===== config.mk =====
export PLATFORM = sky130hd
export DESIGN_NAME = apb_master_bridge_flat
export DESIGN_NICKNAME = d
export VERILOG_FILES = /design/src/rtl/apb_master_pkg.sv /design/src/rtl/apb_master_bridge_if.sv /design/src/rtl/apb_wait_timer.sv /design/src/rtl/apb_master_bridge.sv /design/src/flat_wrapper.sv
export SDC_FILE = /design/constraint.sdc
export NUM_CORES = 1
export LEC_CHECK = 0
export BUFFER_PORTS_ARGS = -buffer_cell sky130_fd_sc_hd__buf_2
export CAP_MARGIN = 25
export CORE_ASPECT_RATIO = 2
export CORE_MARGIN = 2
export CORE_UTILIZATION = 40
export CTS_CLUSTER_DIAMETER = 120
export DETAILED_ROUTE_END_ITERATION = 12
export PLACE_DENSITY = 0.81
export SLEW_MARGIN = 20
export SYNTH_ARGS = -nofsm -noshare
export SYNTH_HDL_FRONTEND = slang
export SYNTH_SLANG_ARGS = --single-unit

===== constraint.sdc =====
create_clock -name pclk -period 2.15 [get_ports pclk]
set_input_delay 0.645 -clock pclk [delete_from_list [all_inputs] [get_ports pclk]]
set_output_delay 0.645 -clock pclk [all_outputs]
set_load 0.01 [all_outputs]

===== src/rtl/apb_master_pkg.sv =====
// Shared types for the APB master bridge: FSM state encoding and the response payload.
package apb_master_pkg;

  // Response payload width; the bridge DATA_WIDTH must not exceed it.
  localparam int unsigned RSP_DATA_W = 32;

  typedef enum logic [1:0] {
    ST_IDLE   = 2'd0,
    ST_SETUP  = 2'd1,
    ST_ACCESS = 2'd2,
    ST_RESP   = 2'd3
  } state_e;

  typedef struct packed {
    logic [RSP_DATA_W-1:0] rdata;
    logic                  err;
    logic                  timeout;
  } rsp_t;

  localparam rsp_t RSP_CLEAR   = '{rdata: '0, err: 1'b0, timeout: 1'b0};
  localparam rsp_t RSP_TIMEOUT = '{rdata: '0, err: 1'b1, timeout: 1'b1};

endpackage


===== src/rtl/apb_master_bridge_if.sv =====
// Command/response handshake plus APB bus signals of the bridge.
// master = bridge view, slave = requester/APB-peer view.
interface apb_master_bridge_if
  import apb_master_pkg::*;
#(
  parameter int unsigned ADDR_WIDTH = 8,
  parameter int unsigned DATA_WIDTH = RSP_DATA_W
);
  logic                  cmd_valid;
  logic                  cmd_ready;
  logic                  cmd_write;
  logic [ADDR_WIDTH-1:0] cmd_addr;
  logic [DATA_WIDTH-1:0] cmd_wdata;
  logic                  rsp_valid;
  logic                  rsp_ready;
  logic [DATA_WIDTH-1:0] rsp_rdata;
  logic                  rsp_err;
  logic                  rsp_timeout;
  logic                  psel;
  logic                  penable;
  logic                  pwrite;
  logic [ADDR_WIDTH-1:0] paddr;
  logic [DATA_WIDTH-1:0] pwdata;
  logic [DATA_WIDTH-1:0] prdata;
  logic                  pslverr;
  logic                  pready;

  modport master (
    input  cmd_valid, cmd_write, cmd_addr, cmd_wdata, rsp_ready,
    input  prdata, pslverr, pready,
    output cmd_ready, rsp_valid, rsp_rdata, rsp_err, rsp_timeout,
    output psel, penable, pwrite, paddr, pwdata
  );

  modport slave (
    output cmd_valid, cmd_write, cmd_addr, cmd_wdata, rsp_ready,
    output prdata, pslverr, pready,
    input  cmd_ready, rsp_valid, rsp_rdata, rsp_err, rsp_timeout,
    input  psel, penable, pwrite, paddr, pwdata
  );
endinterface


===== src/rtl/apb_wait_timer.sv =====
// Counts consecutive ACCESS cycles with pready low; expired_c flags the cycle
// that is the TIMEOUT_CYCLES-th such cycle, so the FSM can abort at its end.
module apb_wait_timer #(
  parameter int unsigned TIMEOUT_CYCLES = 16
) (
  input  logic clk_i,
  input  logic rst_i,
  input  logic clear_i,
  input  logic enable_i,
  output logic expired_c
);
  localparam int unsigned      CNT_W = (TIMEOUT_CYCLES > 1) ? $clog2(TIMEOUT_CYCLES) : 1;
  localparam logic [CNT_W-1:0] LAST  = CNT_W'(TIMEOUT_CYCLES - 1);

  logic [CNT_W-1:0] cnt_q, cnt_d;

  assign expired_c = enable_i && (cnt_q == LAST);

  // Saturate at LAST; the bridge leaves ACCESS on expiry and clears on the next accept.
  always_comb begin
    cnt_d = cnt_q;
    if (clear_i) begin
      cnt_d = '0;
    end else if (enable_i && !expired_c) begin
      cnt_d = cnt_q + CNT_W'(1);
    end
  end

  always_ff @(posedge clk_i) begin
    if (rst_i) begin
      cnt_q <= '0;
    end else begin
      cnt_q <= cnt_d;
    end
  end
endmodule


===== src/rtl/apb_master_bridge.sv =====
// APB master bridge: runs one command as an APB SETUP/ACCESS transfer and returns
// a held response; a stalled slave is aborted after TIMEOUT_CYCLES wait cycles.
module apb_master_bridge
  import apb_master_pkg::*;
#(
  parameter int unsigned ADDR_WIDTH     = 8,
  parameter int unsigned DATA_WIDTH     = RSP_DATA_W,
  parameter int unsigned TIMEOUT_CYCLES = 16
) (
  input logic                 pclk,
  input logic                 preset,
  apb_master_bridge_if.master bus
);
  state_e                state_q, state_d;
  logic                  psel_q, psel_d;
  logic                  penable_q, penable_d;
  logic                  pwrite_q, pwrite_d;
  logic [ADDR_WIDTH-1:0] paddr_q, paddr_d;
  logic [DATA_WIDTH-1:0] pwdata_q, pwdata_d;
  logic                  rsp_valid_q, rsp_valid_d;
  rsp_t                  rsp_q, rsp_d;
  logic                  accept_c;
  logic                  wait_en_c;
  logic                  expired_c;

  assign accept_c  = (state_q == ST_IDLE) && bus.cmd_valid;
  assign wait_en_c = (state_q == ST_ACCESS) && !bus.pready;

  apb_wait_timer #(
    .TIMEOUT_CYCLES(TIMEOUT_CYCLES)
  ) u_wait_timer (
    .clk_i    (pclk),
    .rst_i    (preset),
    .clear_i  (accept_c),
    .enable_i (wait_en_c),
    .expired_c(expired_c)
  );

  always_ff @(posedge pclk) begin
    if (preset) begin
      state_q     <= ST_IDLE;
      psel_q      <= 1'b0;
      penable_q   <= 1'b0;
      pwrite_q    <= 1'b0;
      paddr_q     <= '0;
      pwdata_q    <= '0;
      rsp_valid_q <= 1'b0;
      rsp_q       <= RSP_CLEAR;
    end else begin
      state_q     <= state_d;
      psel_q      <= psel_d;
      penable_q   <= penable_d;
      pwrite_q    <= pwrite_d;
      paddr_q     <= paddr_d;
      pwdata_q    <= pwdata_d;
      rsp_valid_q <= rsp_valid_d;
      rsp_q       <= rsp_d;
    end
  end

  always_comb begin
    state_d = state_q;
    case (state_q)
      ST_IDLE:   if (bus.cmd_valid) state_d = ST_SETUP;
      ST_SETUP:  state_d = ST_ACCESS;
      ST_ACCESS: if (bus.pready || expired_c) state_d = ST_RESP;
      ST_RESP:   if (bus.rsp_ready) state_d = ST_IDLE;
      default:   state_d = ST_IDLE;
    endcase
  end

  // Next-cycle values of the registered outputs, decoded from the next state.
  always_comb begin
    psel_d      = (state_d == ST_SETUP) || (state_d == ST_ACCESS);
    penable_d   = (state_d == ST_ACCESS);
    rsp_valid_d = (state_d == ST_RESP);
    pwrite_d    = pwrite_q;
    paddr_d     = paddr_q;
    pwdata_d    = pwdata_q;
    rsp_d       = rsp_q;
    if (accept_c) begin
      pwrite_d = bus.cmd_write;
      paddr_d  = bus.cmd_addr;
      pwdata_d = bus.cmd_wdata;
    end
    if (state_q == ST_ACCESS) begin
      if (bus.pready) begin
        rsp_d.rdata   = pwrite_q ? '0 : RSP_DATA_W'(bus.prdata);
        rsp_d.err     = bus.pslverr;
        rsp_d.timeout = 1'b0;
      end else if (expired_c) begin
        rsp_d = RSP_TIMEOUT;
      end
    end
  end

  assign bus.cmd_ready   = (state_q == ST_IDLE);
  assign bus.psel        = psel_q;
  assign bus.penable     = penable_q;
  assign bus.pwrite      = pwrite_q;
  assign bus.paddr       = paddr_q;
  assign bus.pwdata      = pwdata_q;
  assign bus.rsp_valid   = rsp_valid_q;
  assign bus.rsp_rdata   = DATA_WIDTH'(rsp_q.rdata);
  assign bus.rsp_err     = rsp_q.err;
  assign bus.rsp_timeout = rsp_q.timeout;
endmodule


===== src/flat_wrapper.sv =====
// flat-port wrapper written by rule: the top's interface ports become plain ports
module apb_master_bridge_flat import apb_master_pkg::*;
#(
  parameter int unsigned ADDR_WIDTH     = 8,
  parameter int unsigned DATA_WIDTH     = RSP_DATA_W,
  parameter int unsigned TIMEOUT_CYCLES = 16
)
  (pclk, preset, bus_cmd_valid, bus_cmd_write, bus_cmd_addr, bus_cmd_wdata, bus_rsp_ready, bus_prdata, bus_pslverr, bus_pready, bus_cmd_ready, bus_rsp_valid, bus_rsp_rdata, bus_rsp_err, bus_rsp_timeout, bus_psel, bus_penable, bus_pwrite, bus_paddr, bus_pwdata);
  apb_master_bridge_if #(.ADDR_WIDTH(ADDR_WIDTH), .DATA_WIDTH(DATA_WIDTH)) bus_i ();
  input logic pclk;
  input logic preset;
  input wire logic [$bits(bus_i.cmd_valid)-1:0] bus_cmd_valid;
  input wire logic [$bits(bus_i.cmd_write)-1:0] bus_cmd_write;
  input wire logic [$bits(bus_i.cmd_addr)-1:0] bus_cmd_addr;
  input wire logic [$bits(bus_i.cmd_wdata)-1:0] bus_cmd_wdata;
  input wire logic [$bits(bus_i.rsp_ready)-1:0] bus_rsp_ready;
  input wire logic [$bits(bus_i.prdata)-1:0] bus_prdata;
  input wire logic [$bits(bus_i.pslverr)-1:0] bus_pslverr;
  input wire logic [$bits(bus_i.pready)-1:0] bus_pready;
  output wire logic [$bits(bus_i.cmd_ready)-1:0] bus_cmd_ready;
  output wire logic [$bits(bus_i.rsp_valid)-1:0] bus_rsp_valid;
  output wire logic [$bits(bus_i.rsp_rdata)-1:0] bus_rsp_rdata;
  output wire logic [$bits(bus_i.rsp_err)-1:0] bus_rsp_err;
  output wire logic [$bits(bus_i.rsp_timeout)-1:0] bus_rsp_timeout;
  output wire logic [$bits(bus_i.psel)-1:0] bus_psel;
  output wire logic [$bits(bus_i.penable)-1:0] bus_penable;
  output wire logic [$bits(bus_i.pwrite)-1:0] bus_pwrite;
  output wire logic [$bits(bus_i.paddr)-1:0] bus_paddr;
  output wire logic [$bits(bus_i.pwdata)-1:0] bus_pwdata;
  assign bus_i.cmd_valid = bus_cmd_valid;
  assign bus_i.cmd_write = bus_cmd_write;
  assign bus_i.cmd_addr = bus_cmd_addr;
  assign bus_i.cmd_wdata = bus_cmd_wdata;
  assign bus_i.rsp_ready = bus_rsp_ready;
  assign bus_i.prdata = bus_prdata;
  assign bus_i.pslverr = bus_pslverr;
  assign bus_i.pready = bus_pready;
  assign bus_cmd_ready = bus_i.cmd_ready;
  assign bus_rsp_valid = bus_i.rsp_valid;
  assign bus_rsp_rdata = bus_i.rsp_rdata;
  assign bus_rsp_err = bus_i.rsp_err;
  assign bus_rsp_timeout = bus_i.rsp_timeout;
  assign bus_psel = bus_i.psel;
  assign bus_penable = bus_i.penable;
  assign bus_pwrite = bus_i.pwrite;
  assign bus_paddr = bus_i.paddr;
  assign bus_pwdata = bus_i.pwdata;
  apb_master_bridge #(.ADDR_WIDTH(ADDR_WIDTH), .DATA_WIDTH(DATA_WIDTH), .TIMEOUT_CYCLES(TIMEOUT_CYCLES)) u_core (.pclk(pclk), .preset(preset), .bus(bus_i));
endmodule

==> results.cfg <==
[timing]
hold_ws_ns = 0.452
maxSlewViolCount = 0
layout_min_cycle_time_ns = 1.80
finalCritPeriodShare = 0.835
relSlewSlack = 0.678
fin_ws_ns = 0.354
fin_skew_ns = 0.00412
hold_viol_final = 0
setup_tns_ns = 0
tightest_slew_ns = 0.476
rsz0062_at_grt = false
fmax_ghz = 0.557
final-setup-viol-count = 0

[final_layout]
final_layout_size_suffix_gt1_frac = 0.354
antennaDiodeCount = 0
stdcell_count = 619
area_delta_synth_final_pct = 33.8
design_area_um2 = 4220
layout.nets = 602
finalCoreUtilization = 0.555

[floorplanning]
num_rows = 45
io_pins = 158
die_x_um = 66.8
start_util = 0.415
die_h_um = 130
core_area_um2 = 7600
die-area_um2 = 8650

[synth]
syn_area_um2 = 3150
synth_top_area_frac = 0.533
yosysSeqAreaShare = 0.533
yosysWarnings = 0
synthTopCellsByArea = dfxtp_1 (53%), nand2_1 (14%), a21oi_1 (6.8%)
syn_inst = 376
synthArstFlopShare = 0
yosys_register_bits = 84
synth.avg_cell_area_um2 = 8.39
yosysUniqueCellTypes = 32
synth_fp_nets = 458
synth_enable_flop_cells = 0
ys.flop_type = dfxtp_1
synth_area_leader_cell = dfxtp_1

[hold_path]
min_to = u_core.bus.pwdata[18]$_SDFFE_PP0P_
holdCritPathClass = reg2reg
worstHoldStart = u_core.bus.pwdata[18]$_SDFFE_PP0P_
hold_depth = 2

[power]
powerDensity_nw_per_um2 = 830
ir_drop_v = 0.000442
total_leakage_power_nw = 1.93
power_mw = 3.50

[clock_tree]
post_cts_buffers = 0
htreeDepth = 3
cts_hold_buf = 0
cts.clk_slew.worst_paths_ns = 0.06
ctsResizeCount = 0
cts.path.max_buffers = 2
numClockSinks = 84
cts_tree = yes
numCtsBuffers = 9
insertion_delay_ns = 0.32
cts-root-buf = clkbuf_16

[critical_path]
worstPathMaxFanout = 9
r2r_end = u_core.bus.rsp_valid$_SDFF_PP0_
ff2ff_path_depth = 6
start_kind = register
worstPathArrival_ns = 1.99
reg2reg_setup_slack_ns = 0.35
worstSetupPathType = reg2reg
r2r_start = u_core.u_wait_timer.cnt_q[0]$_SDFFE_PP0P_
required_ns = 2.34
endpoint_kind = register

[grt]
antenna_found_initial = 0
grt.met2_usage = 0.354
grt_pass1_vias = 3037
use_met1 = 0.169
gr-total-overflow = 0
grt_max_degree = 48
grt.total_usage = 0.182
grt_pass1_wl_um = 12300
busiest_layer = met2
met3_usage = 0.0495

[placement]
placedCellCount = 603
io_buffers = 157
gp_congestion = 0.811
post-place-ws_ns = 0.163
dpl.hpwl_um = 5780
dpl_cell_area_um2 = 3950

[run]
drv_cap = 0

[route]
wl_per_cell_um = 12.9
vias = 3155
wl_um = 7990
viasPerCell = 5.10
first_pass_iters = 4
post-route-drc-count = 0
postRouteAntennaNets = 0
first_iter_violations = 161

[status]
status = completed
## cells by family after synthesis
logic type      count (synthesis)  share of synthesized area
compound gates                 85                      0.144
fa+ha+maj                       3                     0.0119
buf+inv                        34                     0.0595
flops                          84                      0.533
simple gates                  170                      0.252
## flip-flops by register name (all words and copies together), names as in the netlist
name                       flops
u_core.bus.pwdata             32
u_core.bus.rsp_rdata          32
u_core.bus.paddr               8
u_core.u_wait_timer.cnt_q      4
u_core.state_q                 2
u_core.bus.penable             1
u_core.bus.psel                1
u_core.bus.pwrite              1
u_core.bus.rsp_err             1
u_core.bus.rsp_timeout         1
u_core.bus.rsp_valid           1
## Yosys cell counts, types with 3 or more instances
master / count
a211oi_1: 3
ha_1: 3
o21ai_0: 28
clkbuf_1: 11
o21ai_1: 6
dfxtp_1: 84
nor2b_1: 4
a21oi_1: 43
buf_2: 12
nor2_1: 5
nand4_1: 32
buf_4: 4
buf_6: 4
nand2_1: 116
## cells in the final DEF (no fill, tap or decap), types with 3 or more instances in the layout
master	instances
buf_2	157
nand2_1	116
dfxtp_1	84
a21oi_1	43
nand4_1	32
o21ai_0	28
clkbuf_16	9
buf_4	7
o21ai_1	6
nor2_1	5
a211oi_1	3
nor2b_1	3
ha_1	3
## area by class of cell
| type | instances | area [µm²] |
|---|---|---|
| fill | 699 | 3380 |
| sequential | 84 | 1680 |
| multi-input combinational | 258 | 1300 |
| timing repair buffer | 164 | 838 |
| clock buffer | 12 | 246 |
| tap | 94 | 118 |
| clock inverter | 4 | 25.0 |
| inverter | 3 | 11.3 |
## per-layer routing
| metal | part of all wire | wire length (µm) |
|---|---|---|
| met2 | 0.54 | 4290 |
| met5 | 0 | 0 |
| met4 | 0.015 | 118 |
| met1 | 0.37 | 2950 |
| met3 | 0.078 | 624 |
## worst max-delay path: stages, from the launching register on
cell	delay (ns)
dfxtp_1	0.33
ha_1	0.23
a31o_1	0.31
a211oi_1	0.40
inv_1	0.08
ha_1	0.20
nor2b_1	0.12
## where the power goes
part	internal, mW	total [mW]	leakage, nW	switching (mW)
clock network	0.809	1.37	0.129	0.563
logic	0.179	0.448	1.12	0.269
registers	1.64	1.68	0.684	0.0453
total	2.62	3.50	1.93	0.878
## how the worst max path moves through the flow
stage | from | end | depth (start not counted)
5_1_grt | u_core.u_wait_timer.cnt_q[0]$_SDFFE_PP0P_ | u_core.bus.rsp_valid$_SDFF_PP0_ | 6
4_1_cts | u_core.state_q[1]$_SDFF_PP0_ | bus_cmd_ready | 2
3_3_place_gp | bus_pready | u_core.bus.rsp_valid$_SDFF_PP0_ | 6
6_report | u_core.u_wait_timer.cnt_q[0]$_SDFFE_PP0P_ | u_core.bus.rsp_valid$_SDFF_PP0_ | 6
2_1_floorplan | bus_pready | u_core.bus.rsp_valid$_SDFF_PP0_ | 6
3_5_place_dp | bus_pready | u_core.bus.rsp_valid$_SDFF_PP0_ | 6
Power figures use the tool's default switching activity.
